==> src/rtl/keydisp_pkg.sv <==
// Shared types and constants for the keypad digit display.
// Holds the mux FSM state enum, blank patterns and counter sizing.
package keydisp_pkg;

  typedef enum logic [1:0] {
    SHOW_R,
    GAP_R,
    SHOW_L,
    GAP_L
  } mux_state_t;

  localparam logic [6:0] SEG_OFF = 7'h7F;
  localparam logic [1:0] AN_OFF  = 2'b11;

  function automatic int cnt_width(
    input int a,
    input int b
  );
    int m;
    m = (a > b) ? a : b;
    if (m < 2) m = 2;
    return $clog2(m);
  endfunction

endpackage

==> src/rtl/seven_seg_hex.sv <==
// Combinational hex to active-low seven-segment decoder.
// Ports: hex[3:0] in, seg[6:0] out as {g,f,e,d,c,b,a}, 0 = lit.
module seven_seg_hex (
  input  logic [3:0] hex,
  output logic [6:0] seg
);

  always_comb begin
    seg = 7'h7F;
    case (hex)
      4'h0: seg = 7'h40;
      4'h1: seg = 7'h79;
      4'h2: seg = 7'h24;
      4'h3: seg = 7'h30;
      4'h4: seg = 7'h19;
      4'h5: seg = 7'h12;
      4'h6: seg = 7'h02;
      4'h7: seg = 7'h78;
      4'h8: seg = 7'h00;
      4'h9: seg = 7'h10;
      4'hA: seg = 7'h08;
      4'hB: seg = 7'h03;
      4'hC: seg = 7'h46;
      4'hD: seg = 7'h21;
      4'hE: seg = 7'h06;
      4'hF: seg = 7'h0E;
      default: seg = 7'h7F;
    endcase
  end

endmodule

==> src/rtl/keypad_digit_display.sv <==
// Two-digit key history shown on a muxed active-low 7-seg pair.
// Ports: clk, rst (sync, high), key_code/key_valid in; seg, an,
// digit_right, digit_left, key_count out. KEYDISP_BLANK_EN darkens
// digits that were never loaded.
module keypad_digit_display
  import keydisp_pkg::*;
#(
  parameter int MUX_DIV     = 250,
  parameter int DEAD_CYCLES = 2
) (
  input  logic       clk,
  input  logic       rst,
  input  logic [3:0] key_code,
  input  logic       key_valid,
  output logic [6:0] seg,
  output logic [1:0] an,
  output logic [3:0] digit_right,
  output logic [3:0] digit_left,
  output logic [1:0] key_count
);

  localparam int CW = cnt_width(MUX_DIV, DEAD_CYCLES);
  localparam logic [CW-1:0] SHOW_LAST = CW'(MUX_DIV - 1);
  localparam logic [CW-1:0] GAP_LAST  = CW'(DEAD_CYCLES - 1);
  localparam bit NO_GAP = (DEAD_CYCLES == 0);

  mux_state_t    state;
  logic [CW-1:0] cnt;
  logic [3:0]    sel_digit;
  logic [6:0]    dec_seg;
  logic [6:0]    nxt_seg;
  logic [1:0]    nxt_an;
  logic          r_lit;
  logic          l_lit;

`ifdef KEYDISP_BLANK_EN
  assign r_lit = (key_count != 2'd0);
  assign l_lit = (key_count == 2'd2);
`else
  assign r_lit = 1'b1;
  assign l_lit = 1'b1;
`endif

  assign sel_digit = (state == SHOW_L) ? digit_left : digit_right;

  seven_seg_hex u_dec (
    .hex (sel_digit),
    .seg (dec_seg)
  );

  always_comb begin
    nxt_an  = AN_OFF;
    nxt_seg = SEG_OFF;
    unique case (state)
      SHOW_R: begin
        if (r_lit) begin
          nxt_an  = 2'b10;
          nxt_seg = dec_seg;
        end
      end
      SHOW_L: begin
        if (l_lit) begin
          nxt_an  = 2'b01;
          nxt_seg = dec_seg;
        end
      end
      default: ;
    endcase
  end

  always_ff @(posedge clk) begin
    if (rst) begin
      seg         <= SEG_OFF;
      an          <= AN_OFF;
      digit_right <= 4'h0;
      digit_left  <= 4'h0;
      key_count   <= 2'd0;
      state       <= SHOW_R;
      cnt         <= '0;
    end else begin
      if (key_valid) begin
        digit_left  <= digit_right;
        digit_right <= key_code;
        if (key_count != 2'd2)
          key_count <= key_count + 2'd1;
      end

      seg <= nxt_seg;
      an  <= nxt_an;

      cnt <= cnt + 1'b1;
      unique case (state)
        SHOW_R: if (cnt == SHOW_LAST) begin
          cnt   <= '0;
          state <= NO_GAP ? SHOW_L : GAP_R;
        end
        GAP_R: if (cnt == GAP_LAST) begin
          cnt   <= '0;
          state <= SHOW_L;
        end
        SHOW_L: if (cnt == SHOW_LAST) begin
          cnt   <= '0;
          state <= NO_GAP ? SHOW_R : GAP_L;
        end
        GAP_L: if (cnt == GAP_LAST) begin
          cnt   <= '0;
          state <= SHOW_R;
        end
        default: begin
          cnt   <= '0;
          state <= SHOW_R;
        end
      endcase
    end
  end

endmodule

==> config.mk <==
export PLATFORM = sky130hd
export DESIGN_NAME = keypad_digit_display
export DESIGN_NICKNAME = d
export VERILOG_FILES = /design/src/rtl/keydisp_pkg.sv /design/src/rtl/seven_seg_hex.sv /design/src/rtl/keypad_digit_display.sv
export SDC_FILE = /design/constraint.sdc
export NUM_CORES = 1
export LEC_CHECK = 0
export ABC_AREA = 1
export BUFFER_PORTS_ARGS = -buffer_cell sky130_fd_sc_hd__buf_2
export CAP_MARGIN = 20
export CORE_MARGIN = 4
export CORE_UTILIZATION = 50
export CTS_BUF_LIST = sky130_fd_sc_hd__clkbuf_16
export CTS_CLUSTER_DIAMETER = 120
export DETAILED_ROUTE_END_ITERATION = 10
export GPL_TIMING_DRIVEN = 0
export PLACE_DENSITY = 0.72
export SLEW_MARGIN = 20
export SYNTH_ARGS = -nofsm -noshare
export SYNTH_HDL_FRONTEND = slang
export SYNTH_SLANG_ARGS = --single-unit
==> constraint.sdc <==
create_clock -name clk -period 3.9 [get_ports clk]
set_input_delay 0 -clock clk [delete_from_list [all_inputs] [get_ports clk]]
set_output_delay 0 -clock clk [all_outputs]
set_load 0.02 [all_outputs]
# Yosys cells after proc, flatten, opt, wreduce, memory -nomap -nowiden
# Memories as Yosys holds them, arrays and structs flattened. A register that Yosys moved wholly into a read port is not among the register bits.
# Cells that the tools add are included.
# W data, S select, Z words.
# word_totals
regBits	22
mem_bits_ro	112
word_cells	36
memories	1
# classes
addsub	2
eq_ne	10
muxes	10
bitwise_logic	1
n_reduce_logical	6
# mem_list
memory	depth	width	rd	rd_clocked_by_memory_dff	wr	line	rtl
(no name shown)	16	7	1	1	0	seven_seg_hex.sv:10	case (hex)
# ops
operator	count
$mux W8	2
$pmux W8 S2	1
$add A8 B1 Y8 const B	1
$eq A8 B1 Y1 const B	1
$eq A8 B8 Y1 const B	1
$mux W2	4
$ne A2 B2 Y1 const B	4
$pmux W2 S4	1
$reduce_or A2 Y1	3
$eq A2 B2 Y1 const B	2
$mux W4	1
$pmux W2 S2	1
$reduce_and A4 Y1	1
$add A2 B1 Y2 const B	1
$eq A2 B1 Y1 const B	1
$logic_not A2 Y1	1
$ne A2 B1 Y1 const B	1
$reduce_and A2 Y1	1
$not A1 Y1	1

# Depth between registers and ports, before layout
# depth
ltp_word	4
depth_mapped	12

# Modules after synthesis
# From an unflattened synthesis, not the netlist that was laid out.
# hier_totals
cells_unflattened	216
hier_area_um2	1549.0
# modules_own_cells
module	n_inst	cells_per_inst	area_per_inst_um2
keypad_digit_display	1	167	1275.0
seven_seg_hex	1	49	274.0

# Worst setup path after synthesis
# No wires, ideal clock.
# synth_path
kind	register to register
start	register state[0]
end	register seg[1]
arrival_ns	1.663
setup_slack_ns	2.116
path_stages_with_launch	11
synth_period_minus_slack_ns	1.784
cell_sequence	dfxtp_1 > inv_1 > ha_1 > buf_6 > inv_4 > nand2_1 > o21ai_2 > inv_1 > ha_1 > a31oi_1 > o21ai_1
# synth_via
elab_chain_len	4
elab_cells_between_ends	6
cone_classes	eq/ne: 1; mux: 1; bitwise: 1; reduce/logical: 3
# synth_lines
item	line	rtl
from (decl)	keypad_digit_display.sv:27	mux_state_t state;
from (signal assigned)	keypad_digit_display.sv:95	state <= NO_GAP ? SHOW_L : GAP_R;
from (signal assigned)	keypad_digit_display.sv:103	state <= NO_GAP ? SHOW_R : GAP_L;
$eq A2 B2 Y1 / $logic_not A2 Y1 (equally long branches)	keypad_digit_display.sv:44, keypad_digit_display.sv:54	
$reduce_or A2 Y1 (no source line)	-	
$not A1 Y1 (no source line)	-	
$reduce_or A2 Y1 (no source line)	-	
to (signal assigned)	keypad_digit_display.sv:88	seg <= nxt_seg;
to (decl)	keypad_digit_display.sv:15	output logic [6:0] seg,
# Parallel ways exist; a longest one is shown, timed or not.
# A chain may end at the register's enable or synchronous reset.

# Worst setup path after layout
# layout_path
start	register state[0]
end	register seg[0]
# The elaborated chain is that of the path after synthesis.

==> impl_metrics.sql <==
INSERT INTO impl_metrics (metric_group, metric, value, unit) VALUES
('status', 'outcome', 'finished clean', ''),
('sta', 'fin_worst_skew', '0.00657', 'ns'),
('synthesis', 'synth_seq_cells', '29', ''),
('synthesis', 'yosys-top-cells-area', 'sky130_fd_sc_hd__dfxtp_1, sky130_fd_sc_hd__ha_1, sky130_fd_sc_hd__nand2_1', ''),
('sta', 'maxSlewHeadroom', '79.8', '%'),
('sta', 'finalSetupViolations', '0', ''),
('global_route', 'globalRouteTotalUtil', '16.2', '%'),
('sta', 'rsz0062_at_grt', 'no', ''),
('die', 'initial_core_util', '53.5', '%'),
('setup_path', 'critPathBufInv', '5', ''),
('cts', 'cts_root_buffer', 'sky130_fd_sc_hd__clkbuf_16', ''),
('die', 'fp.dieArea', '3970', 'µm²'),
('power_and_ir_drop', 'finalPower', '789', 'µW'),
('setup_path', 'crit_top_cell', 'sky130_fd_sc_hd__inv_1', ''),
('placed_design', 'port_buffers', '25', ''),
('synthesis', 'syn-mean-instance-area', '7.76', 'µm²'),
('setup_path', 'cpLargestDelayFamily', 'buffers and inverters', ''),
('flow_run', 'cap_viol_max_count', '0', ''),
('setup_path', 'cpPeakStageDelay', '0.38', 'ns'),
('setup_path', 'crit_path_cell_trace', 'inv_1 > ha_1 > buf_6 > inv_4 > nand2_1 > o21ai_2 > inv_1 > ha_1 > inv_1 > a21oi_2 > o21ai_1 > nand3_1', ''),
('sta', 'tightest_slew', '0.301', 'ns'),
('sta', 'final_period_minus_worst_setup_slack', '1.97', 'ns'),
('setup_path', 'worstSetupEndpointType', 'flip-flop', ''),
('detailed_routing', 'routed_wirelength', '2940', 'µm'),
('final_layout', 'utilization', '65.9', '%'),
('die', 'dieHeight', '63.0', 'µm'),
('global_route', 'grt_pass1_wl', '5040', 'µm'),
('die', 'core.rowCount', '19', ''),
('power_and_ir_drop', 'irDropWorstVdd', '0.000343', 'V'),
('die', 'floorplan.io_pins', '26', ''),
('synthesis', 'syn-cell-area', '1510', 'µm²'),
('detailed_routing', 'top_layer', 'met4', ''),
('synthesis', 'syn_nets', '217', ''),
('synthesis', 'synth_cells', '195', ''),
('die', 'die_width', '63.0', 'µm'),
('die', 'core', '2830', 'µm²'),
('placed_design', 'dp_hpwl', '2200', 'µm'),
('power_and_ir_drop', 'powerDensity', '423', 'nW/µm²'),
('power_and_ir_drop', 'static-leakage-power', '0.871', 'nW'),
('setup_path', 'worst-r2r-cell-count', '12', ''),
('detailed_routing', 'antenna_left', '0', ''),
('sta', 'layout_worst_path_cycle_share', '50.6', '%'),
('detailed_routing', 'route.layer.met1.wl', '1250', 'µm'),
('sta', 'hold-worst-slack', '0.0128', 'ns'),
('global_route', 'grt.overflow.total', '0', ''),
('global_route', 'grt_start_max_net_pins', '11', ''),
('synthesis', 'synth-seq-area-share', '38.3', '%'),
('setup_path', 'crit_cells', '12', ''),
('synthesis', 'synth_top_area_share', '38.3', '%'),
('setup_path', 'start_kind', 'flip-flop', ''),
('global_route', 'antenna_found_initial', '0', ''),
('synthesis', 'synthesis.yosys.warnings', '0', ''),
('detailed_routing', 'met3WireLength', '200', 'µm'),
('min_path', 'timing.hold.worst_path_depth', '3', ''),
('sta', 'finalSetupTns', '0', 'ns'),
('cts', 'max-clock-path-buffers', '2', ''),
('setup_path', 'cpMaxStageDelayCell', 'sky130_fd_sc_hd__dfxtp_1', ''),
('final_layout', 'proportion_of_layout_cells_with_a_drive_suffix_above_1', '24.0', '%'),
('synthesis', 'synth.largest_area_cell', 'sky130_fd_sc_hd__dfxtp_1', ''),
('min_path', 'timing.hold.worst.class', 'in2reg', ''),
('setup_path', 'worst-endpoint-arrival', '2.12', 'ns'),
('setup_path', 'ff2ff_setup_slack', '1.93', 'ns'),
('synthesis', 'synthDistinctLibCells', '24', ''),
('final_layout', 'mostFrequentLayoutCell', 'sky130_fd_sc_hd__dfxtp_1', ''),
('cts', 'cts_tree', 'done', ''),
('final_layout', 'antenna_cells_inserted', '0', ''),
('placed_design', 'gp_congestion', '0.838', ''),
('detailed_routing', 'dr_total_vias', '1306', ''),
('global_route', 'number_of_global_route_vias_before_repair', '1211', ''),
('detailed_routing', 'drc_errors', '0', ''),
('final_layout', 'areaGrowthSynthToFinish', '23.2', '%');
-- layout make-up --
class                   count  area, µm²  share of cell area, %
plain buffers               3       21.3                   1.14
clock buffers               5        125                   6.71
clock inverters             3       12.5                  0.671
inverters                  31        119                   6.37
multi-input cells         132        793                   42.5
flip-flops and latches     29        581                   31.1
well taps                  31       38.8                   2.08
repair buffers             30        175                   9.39
-- routing by layer --
layer / vias to the layer above / global-route usage [%]
li1: 690 / -
met3: 9 / 7.19
met1: 572 / 15.3
met2: 35 / 29.4
met4: 0 / 8.26
met5: - / 0
-- synthesized netlist by cell type (all sizes together) --
| master | instances |
|---|---|
| a21oi | 12 |
| dfxtp | 29 |
| ha | 15 |
| or2 | 1 |
| xnor2 | 1 |
| o31ai | 1 |
| nand3 | 11 |
| nand2 | 35 |
| inv | 31 |
| o21ai | 23 |
| buf | 3 |
| nor2 | 28 |
| xor2 | 3 |
| a31oi | 2 |
-- flip-flops by register name, indices dropped and copies added, names as in the netlist --
| signal | count |
|---|---|
| digit_left | 4 |
| cnt | 8 |
| seg | 7 |
| key_count | 2 |
| digit_right | 4 |
| state | 2 |
| an | 2 |
-- path summary, 6_finish.rpt --
path	start	endpoint
worst max-delay path	state[0]	seg[0]
worst min-delay path	key_code[3]	digit_right[3]
worst max register to register	state[0]	seg[0]
worst min register to register	digit_left[0]	digit_left[0]
-- report_power, final --
part | internal (mW) | switching [mW]
combinational | 0.0401 | 0.0694
clock | 0.229 | 0.124
sequential | 0.315 | 0.0102
total | 0.585 | 0.204
-- kinds of logic (layout without fill, tap and decap cells) --
family                   count (synthesis)  after routing  share of synthesized area, %
buffers and inverters                   34             72                          9.26
AND/OR/NAND/NOR                         75             75                          21.8
AO/OA/AOI/OAI                           38             38                          15.9
XOR/XNOR                                 4              4                          2.31
flip-flops                              29             29                          38.3
adder cells (fa/ha/maj)                 15             15                          12.4
-- worst min-delay path, stage by stage --
cell                      delay, ns
sky130_fd_sc_hd__buf_2         0.07
sky130_fd_sc_hd__o21ai_0       0.07
sky130_fd_sc_hd__a21oi_1       0.10
-- through the flow --
| stage | area [µm²] | std cells | setup WS (ns) |
|---|---|---|---|
| global route | 1870 | 264 | 1.71 |
| CTS | 1870 | 264 | 1.90 |
| global placement | 1680 | 251 | 1.98 |
| floorplan | 1510 | 195 | 2.12 |
| detailed placement | 1680 | 251 | 1.92 |
| finish | 1870 | 264 | 1.93 |
-- repair_timing --
| item | CTS | global route |
|---|---|---|
| resized for setup | 0 | 0 |
| endpoints found under the hold margin | 6 | 0 |
| buffers inserted | 0 | 0 |
| hold buffers | 5 | 0 |
(Power assumes the default switching activity.)
